[src/rtl/mux_scan_pkg.sv]
// Shared definitions for the sn74ls251 scan sequencer: state encoding, channel limit
// and the legal settle-time range.
package mux_scan_pkg;

    typedef enum logic [1:0] {
        S_IDLE   = 2'd0,
        S_SETTLE = 2'd1,
        S_SAMPLE = 2'd2,
        S_DONE   = 2'd3
    } state_t;

    localparam int unsigned CNT_W      = 4;
    localparam logic [2:0]  CH_LAST    = 3'd7;
    localparam int unsigned SETTLE_MIN = 1;
    localparam int unsigned SETTLE_MAX = 15;

    // Terminal settle count, clamped so an out-of-range SETTLE still builds a sane counter.
    function automatic logic [CNT_W-1:0] settle_last(input int unsigned s);
        if (s < SETTLE_MIN) return '0;
        if (s > SETTLE_MAX) return CNT_W'(SETTLE_MAX - 1);
        return CNT_W'(s - 1);
    endfunction

endpackage

[src/rtl/mux_scan_ctrl.sv]
// Scans one sn74ls251 8-to-1 mux as an 8-bit input port (select, settle, sample, assemble).
// Optional change-detect output chg is enabled by defining MUX_SCAN_CHANGE_EN.
module mux_scan_ctrl
    import mux_scan_pkg::*;
#(
    parameter int unsigned SETTLE = 2,
    parameter bit          IDLE_Z = 1'b1
) (
    input  logic       clk,
    input  logic       rst,
    input  logic       start,
    input  logic       cont,
    input  logic       q,
    output logic       c,
    output logic       b,
    output logic       a,
    output logic       oe,
    output logic       busy,
    output logic       valid,
    output logic [7:0] data
`ifdef MUX_SCAN_CHANGE_EN
    ,
    output logic       chg
`endif
);

    localparam logic [CNT_W-1:0] CntLast = settle_last(SETTLE);

    state_t           r_state;
    logic [2:0]       r_ch;
    logic [CNT_W-1:0] r_cnt;
    logic [7:0]       r_sh;
    logic [2:0]       r_cba;
    logic             r_oe;
    logic             r_busy;
    logic             r_valid;
    logic [7:0]       r_data;
    logic [7:0]       w_sh_next;
`ifdef MUX_SCAN_CHANGE_EN
    logic [7:0]       r_prev;
    logic             r_chg;
`endif

    // Word including the bit sampled this cycle, so DONE sees all eight channels.
    always_comb begin
        w_sh_next       = r_sh;
        w_sh_next[r_ch] = q;
    end

    always_ff @(posedge clk) begin
        if (rst) begin
            r_state <= S_IDLE;
            r_ch    <= '0;
            r_cnt   <= '0;
            r_sh    <= '0;
            r_cba   <= '0;
            r_oe    <= 1'b1;
            r_busy  <= 1'b0;
            r_valid <= 1'b0;
            r_data  <= '0;
`ifdef MUX_SCAN_CHANGE_EN
            r_prev  <= '0;
            r_chg   <= 1'b0;
`endif
        end else begin
            r_valid <= 1'b0;
`ifdef MUX_SCAN_CHANGE_EN
            r_chg   <= 1'b0;
`endif
            unique case (r_state)
                S_IDLE: begin
                    if (start | cont) begin
                        r_state <= S_SETTLE;
                        r_ch    <= '0;
                        r_cnt   <= '0;
                        r_cba   <= '0;
                        r_oe    <= 1'b0;
                        r_busy  <= 1'b1;
                    end
                end
                S_SETTLE: begin
                    r_cnt <= r_cnt + 1'b1;
                    if (r_cnt == CntLast) r_state <= S_SAMPLE;
                end
                S_SAMPLE: begin
                    r_sh <= w_sh_next;
                    if (r_ch == CH_LAST) begin
                        r_state <= S_DONE;
                        r_data  <= w_sh_next;
                        r_valid <= 1'b1;
                        r_oe    <= IDLE_Z;
                        r_cba   <= '0;
`ifdef MUX_SCAN_CHANGE_EN
                        r_chg   <= (w_sh_next != r_prev);
                        r_prev  <= w_sh_next;
`endif
                    end else begin
                        r_state <= S_SETTLE;
                        r_ch    <= r_ch + 3'd1;
                        r_cba   <= r_ch + 3'd1;
                        r_cnt   <= '0;
                    end
                end
                S_DONE: begin
                    r_ch  <= '0;
                    r_cnt <= '0;
                    r_cba <= '0;
                    if (cont) begin
                        r_state <= S_SETTLE;
                        r_oe    <= 1'b0;
                    end else begin
                        r_state <= S_IDLE;
                        r_oe    <= IDLE_Z;
                        r_busy  <= 1'b0;
                    end
                end
            endcase
        end
    end

    assign {c, b, a} = r_cba;
    assign oe        = r_oe;
    assign busy      = r_busy;
    assign valid     = r_valid;
    assign data      = r_data;
`ifdef MUX_SCAN_CHANGE_EN
    assign chg       = r_chg;
`endif

endmodule

[config.mk]
export PLATFORM = sky130hd
export DESIGN_NAME = mux_scan_ctrl
export DESIGN_NICKNAME = d
export VERILOG_FILES = /design/src/rtl/mux_scan_pkg.sv /design/src/rtl/mux_scan_ctrl.sv
export SDC_FILE = /design/constraint.sdc
export NUM_CORES = 1
export LEC_CHECK = 0
export CELL_PAD_IN_SITES_DETAIL_PLACEMENT = 0
export CELL_PAD_IN_SITES_GLOBAL_PLACEMENT = 2
export CORE_MARGIN = 2
export CORE_UTILIZATION = 35
export DETAILED_ROUTE_END_ITERATION = 10
export HOLD_SLACK_MARGIN = 0.03
export PLACE_DENSITY_LB_ADDON = 0.1
export REMOVE_ABC_BUFFERS = 1
export SKIP_CTS_REPAIR_TIMING = 1
export SKIP_LAST_GASP = 1
export SLEW_MARGIN = 30
export SYNTH_ARGS = -nofsm -noshare
export SYNTH_HDL_FRONTEND = slang
export SYNTH_SLANG_ARGS = --single-unit
[constraint.sdc]
create_clock -name clk -period 4.23 [get_ports clk]
set_input_delay 1.269 -clock clk [delete_from_list [all_inputs] [get_ports clk]]
set_output_delay 1.269 -clock clk [all_outputs]
set_load 0.02 [all_outputs]
=== After elaboration in Yosys (flattened, before gate mapping) ===
Index checks and enable logic that the tools add are counted.

* Add/subtract/negate cells: 2
* Order comparisons: 2
* Eq/ne operators: 10
* Mux-type cells: 24
* Bitwise gates (word level): 2
* Reduce and logical (&&, ||, !) cells: 12

{| class="wikitable"
|+ Operator list
! operator !! count
|-
| 3-bit case mux with 3 select lines || 2
|-
| 4-bit case mux with 4 select lines || 1
|-
| 2-bit inequality test (second input constant) || 5
|-
| 3-bit 2-to-1 mux || 3
|-
| 3-bit AND reduction || 3
|-
| 8-bit bitwise mux || 1
|-
| 1-bit 2-to-1 mux || 8
|-
| 4-bit 2-to-1 mux || 2
|-
| 2-bit case mux with 4 select lines || 1
|-
| 2-bit AND reduction || 4
|-
| 2-bit 2-to-1 mux || 3
|-
| 4-bit by 1-bit adder with 4-bit output (second input constant) || 1
|-
| 2-bit equality test (second input constant) || 2
|-
| 4-bit by 1-bit equality test with 1-bit output (second input constant) || 1
|-
| 3-bit by 4-bit less-than comparator with 1-bit output (second input constant) || 1
|-
| 3-bit by 1-bit adder with 3-bit output (second input constant) || 1
|-
| 1-bit demux with 3-bit select || 1
|-
| 3-bit equality test (second input constant) || 1
|-
| 3-bit by 1-bit greater-or-equal comparator with 1-bit output (second input constant) || 1
|-
| 1-bit case mux with 3 select lines || 1
|-
| 3-bit nonzero test || 1
|-
| 2-bit by 1-bit equality test with 1-bit output (second input constant) || 1
|-
| 2-bit logical NOT || 1
|-
| 1-bit case mux with 2 select lines || 1
|-
| 5 further kinds || 5
|}

* Flip-flop bits (word level): 31
* Bits of input ports: 5
* Output and inout port bits: 14
* Word-level logic and storage cells: 61

=== Logic depth before layout (Yosys ltp) ===
* Word-level depth: 5
* Mapped depth: 7
* Gate-level depth less buffers: 5

=== Worst setup path before layout ===
No wires, ideal clock.

* Kind: input-to-reg
* From: input port cont
* To: register r_cnt[3]
* Library setup time: 0.080 ns
* Arrival time: 2.119 ns
* Data required time: 4.150 ns
* Path slack: 2.031 ns
* Stages on the path: 3
* Buffers on the path: 0
* Cell sequence: nor4_1 > o31ai_1 > a211oi_2

* Word-level cells in the longest chain between the ends: 3

{| class="wikitable"
|+ Ends and longest elaborated chain
! what !! line !! RTL
|-
| from (decl) || mux_scan_ctrl.sv:12 || <nowiki>input logic cont,</nowiki>
|-
| 1-bit OR || mux_scan_ctrl.sv:72 || <nowiki>if (start | cont) begin</nowiki>
|-
| 2-bit inequality test (no line) || n/a ||
|-
| 2-bit AND reduction (no line) || n/a ||
|-
| to (signal assigned) || mux_scan_ctrl.sv:82 || <nowiki>r_cnt <= r_cnt + 1'b1;</nowiki>
|-
| to (decl) || mux_scan_ctrl.sv:31 || <nowiki>logic [CNT_W-1:0] r_cnt;</nowiki>
|}

Every way passes these cells.
A chain may end at the register's enable or synchronous reset.

=== Worst setup path in the final report ===
Ends and elaborated chain as after synthesis.

==> impl_metrics.env <==
export IMPL_status="finished clean"
export IMPL_grt_first_pass_wirelength_um=5360
export IMPL_p_int_w=0.000506
export IMPL_ant_nets=0
export IMPL_drc=0
export IMPL_total_power_w=0.000646
export IMPL_grt_start_max_net_pins=32
export IMPL_powerDensity_nw_per_um2=370
export IMPL_vias=1210
export IMPL_cp_data_required_time_ns=4.43
export IMPL_hpwl_um=1980
export IMPL_endpoint_kind="flip-flop"
export IMPL_power_leakage_nw=0.584
export IMPL_path_class="in -> reg"
export IMPL_clk_pin_slew_ns=0.07
export IMPL_dieWidth_um=68.2
export IMPL_slew_viol_final=0
export IMPL_sw_frac_of_total_pct=21.8
export IMPL_grt_pass1_vias=1130
export IMPL_seq_area_frac_synth_pct=43.0
export IMPL_synth_edf_count=0
export IMPL_cpPeakStageDelay_ns=0.77
export IMPL_dieHeight_um=68.2
export IMPL_max_slew_margin_pct=39.1
export IMPL_dieArea_um2=4660
export IMPL_syn2layout_area_growth_pct=21.0
export IMPL_drv_cap=0
export IMPL_pin_count=19
export IMPL_drt_total_wl_um=3130
export IMPL_cpMaxStageDelayCell="nor4_1"
export IMPL_async_flop_share_pct=0
export IMPL_period_share_pct=63.5
export IMPL_ys_types=36
export IMPL_cts_tree="built"
export IMPL_path_cells="clkdlybuf4s50_1 > nor4_1 > o31ai_1 > a211oi_2"
export IMPL_clock_sinks=31
export IMPL_synthesis_area_um2=1440
export IMPL_fin_ws_ns=1.54
export IMPL_finalSetupTns_ns=0
export IMPL_num_antenna_cells=0
export IMPL_viasPerCell=5.38
export IMPL_fin_crit_ns=2.69
export IMPL_power_frac_seq_pct=47.2
export IMPL_antenna_found_initial=0
export IMPL_dpl_worst_slack_ns=1.28
export IMPL_final_seq_area_um2=621
export IMPL_rsz0062_at_grt="false"
export IMPL_core_area_um2=3970
export IMPL_row_count=23
export IMPL_wire_per_inst_um=13.9
export IMPL_port_buffers=18
export IMPL_ys_flop_type="dfxtp_1"
export IMPL_cts_max_level=2
export IMPL_skew_ns=0.00660
export IMPL_worstMarginPinSlew_ns=0.906
export IMPL_fmax_mhz=372
export IMPL_grt_usage_pct=15.9
export IMPL_dpl_cell_count=217
export IMPL_gp_routability_congestion=0.742
export IMPL_cts_buffers=5
export IMPL_finalSetupViolCount=0
export IMPL_multi_input_area_um2=744
export IMPL_insertion_delay_ns=0.28
export IMPL_drive_gt1_share_pct=7.43
export IMPL_start_util_pct=36.4
export IMPL_hold_class="reg -> reg"
export IMPL_power_switching_w=0.000141
export IMPL_cts_root_buf="clkbuf_8"
export IMPL_fin_nets=183
export IMPL_synth_seq_cells=31
export IMPL_syn_area_per_cell_um2=8.91
export IMPL_ir_drop_v=0.000159
export IMPL_filler_cell_count=398
export IMPL_power_frac_comb_pct=6.5
export IMPL_drt_iter0_drc=53
export IMPL_holdWs_ns=0.470
export IMPL_netlist_instances=162
export IMPL_clkPwrFrac_pct=46.3
export IMPL_start_kind="input pin"
export IMPL_crit_path_max_fanout=7
export IMPL_grt_overflow=0
export IMPL_fin_cells=225
export IMPL_cts_path_max_buffers=2
export IMPL_cp_arrival_ns=2.89
export IMPL_yosysWarnings=0
export IMPL_hold_viol=0
export IMPL_drt_pass1_iter_count=4
critical path: cells and delay by family:
| family | cells | cell delay (ns) |
|---|---|---|
| simple gates | 1 | 0.77 |
| buf+inv | 1 | 0.46 |
| compound gates | 2 | 0.39 |
registers in the layout, summed over array words and instances (netlist names):
register / cells
r_cba: 3
r_sh: 8
r_state: 2
r_ch: 3
data: 8
oe: 1
busy: 1
r_cnt: 4
valid: 1
per-layer routing:
layer	vias up	track usage, %	part of all wire [%]
li1	627	-	-
met1	558	21.2	53
met2	19	23.4	42
met3	6	4.93	2.8
met4	0	7.50	2.2
met5	-	0	0
worst paths after layout:
path	from	to	slack [ns]	depth (start not counted)
worst min-delay path	r_sh[1]	r_sh[1]	0.47	2
worst max-delay path	cont	r_cnt[3]	1.54	4
worst min register to register	r_sh[1]	r_sh[1]	0.47	2
worst max register to register	r_ch[1]	r_ch[0]	1.71	5
Yosys cell counts (3+ instances only):
library cell / n / area, um^2
mux2i_1: 6 / 60.1
dfxtp_1: 31 / 621
nand2b_1: 4 / 25.0
buf_2: 3 / 15.0
clkbuf_1: 10 / 37.5
a21oi_1: 12 / 60.1
nor2_1: 19 / 71.3
a32oi_1: 3 / 26.3
o31ai_1: 4 / 30.0
nor3b_1: 4 / 30.0
a311oi_1: 3 / 26.3
nand3_1: 4 / 20.0
inv_1: 7 / 26.3
ha_1: 4 / 50.1
a211oi_1: 12 / 90.1
o21ai_0: 7 / 35.0
cells by family after synthesis:
| kind of cell | Yosys count | share of synthesized area, % |
|---|---|---|
| simple gates | 52 | 20.5 |
| compound gates | 49 | 23.4 |
| flops | 31 | 43.0 |
| buf+inv | 20 | 5.46 |
| mux | 6 | 4.16 |
| fa+ha+maj | 4 | 3.47 |
power by group through the flow:
stage | logic (W) | registers (W) | clock network, W
final | 0.0000420 | 0.000305 | 0.000299
after global routing | 0.0000465 | 0.000306 | 0.000321
after CTS | 0.0000425 | 0.000305 | 0.000310
after detailed placement | 0.0000422 | 0.000311 | 0
after global placement | 0.0000422 | 0.000311 | 0
after floorplan | 0.0000203 | 0.000312 | 0
layout by cell type, fill, tap and decap left out, types with 2 or more instances in the layout:
cell	n
o31ai_1	4
clkdlybuf4s50_1	17
dfxtp_1	31
a32oi_1	3
nor3b_1	4
inv_1	7
nand3_1	4
nor3_1	2
o21ai_0	7
nor2b_1	2
or4_1	2
nand4b_1	2
clkbuf_8	6
a311oi_1	3
a211oi_1	12
nand2b_1	4
a21o_1	2
nand4_1	2
nand2_1	2
mux2i_1	6
a21oi_1	12
nor2_1	19
ha_1	4
nand3b_1	2
or3b_2	2
final cells by class:
| class | count | area share (%) |
|---|---|---|
| Clock buffer | 6 | 4.73 |
| Sequential cell | 31 | 35.5 |
| Tap cell | 50 | 3.58 |
| Timing Repair Buffer | 18 | 10.0 |
| Multi-Input combinational cell | 111 | 42.6 |
| Inverter | 7 | 1.50 |
| Clock inverter | 2 | 2.01 |
per-stage QoR:
step                      utilization [%]  area [um^2]
after floorplan                         -         1390
after global placement               41.1         1630
after detailed placement             41.0         1630
after CTS                            44.0         1750
after global routing                 44.0         1750
final                                44.0         1750
Note: power is estimated with default switching activity, not from simulation.
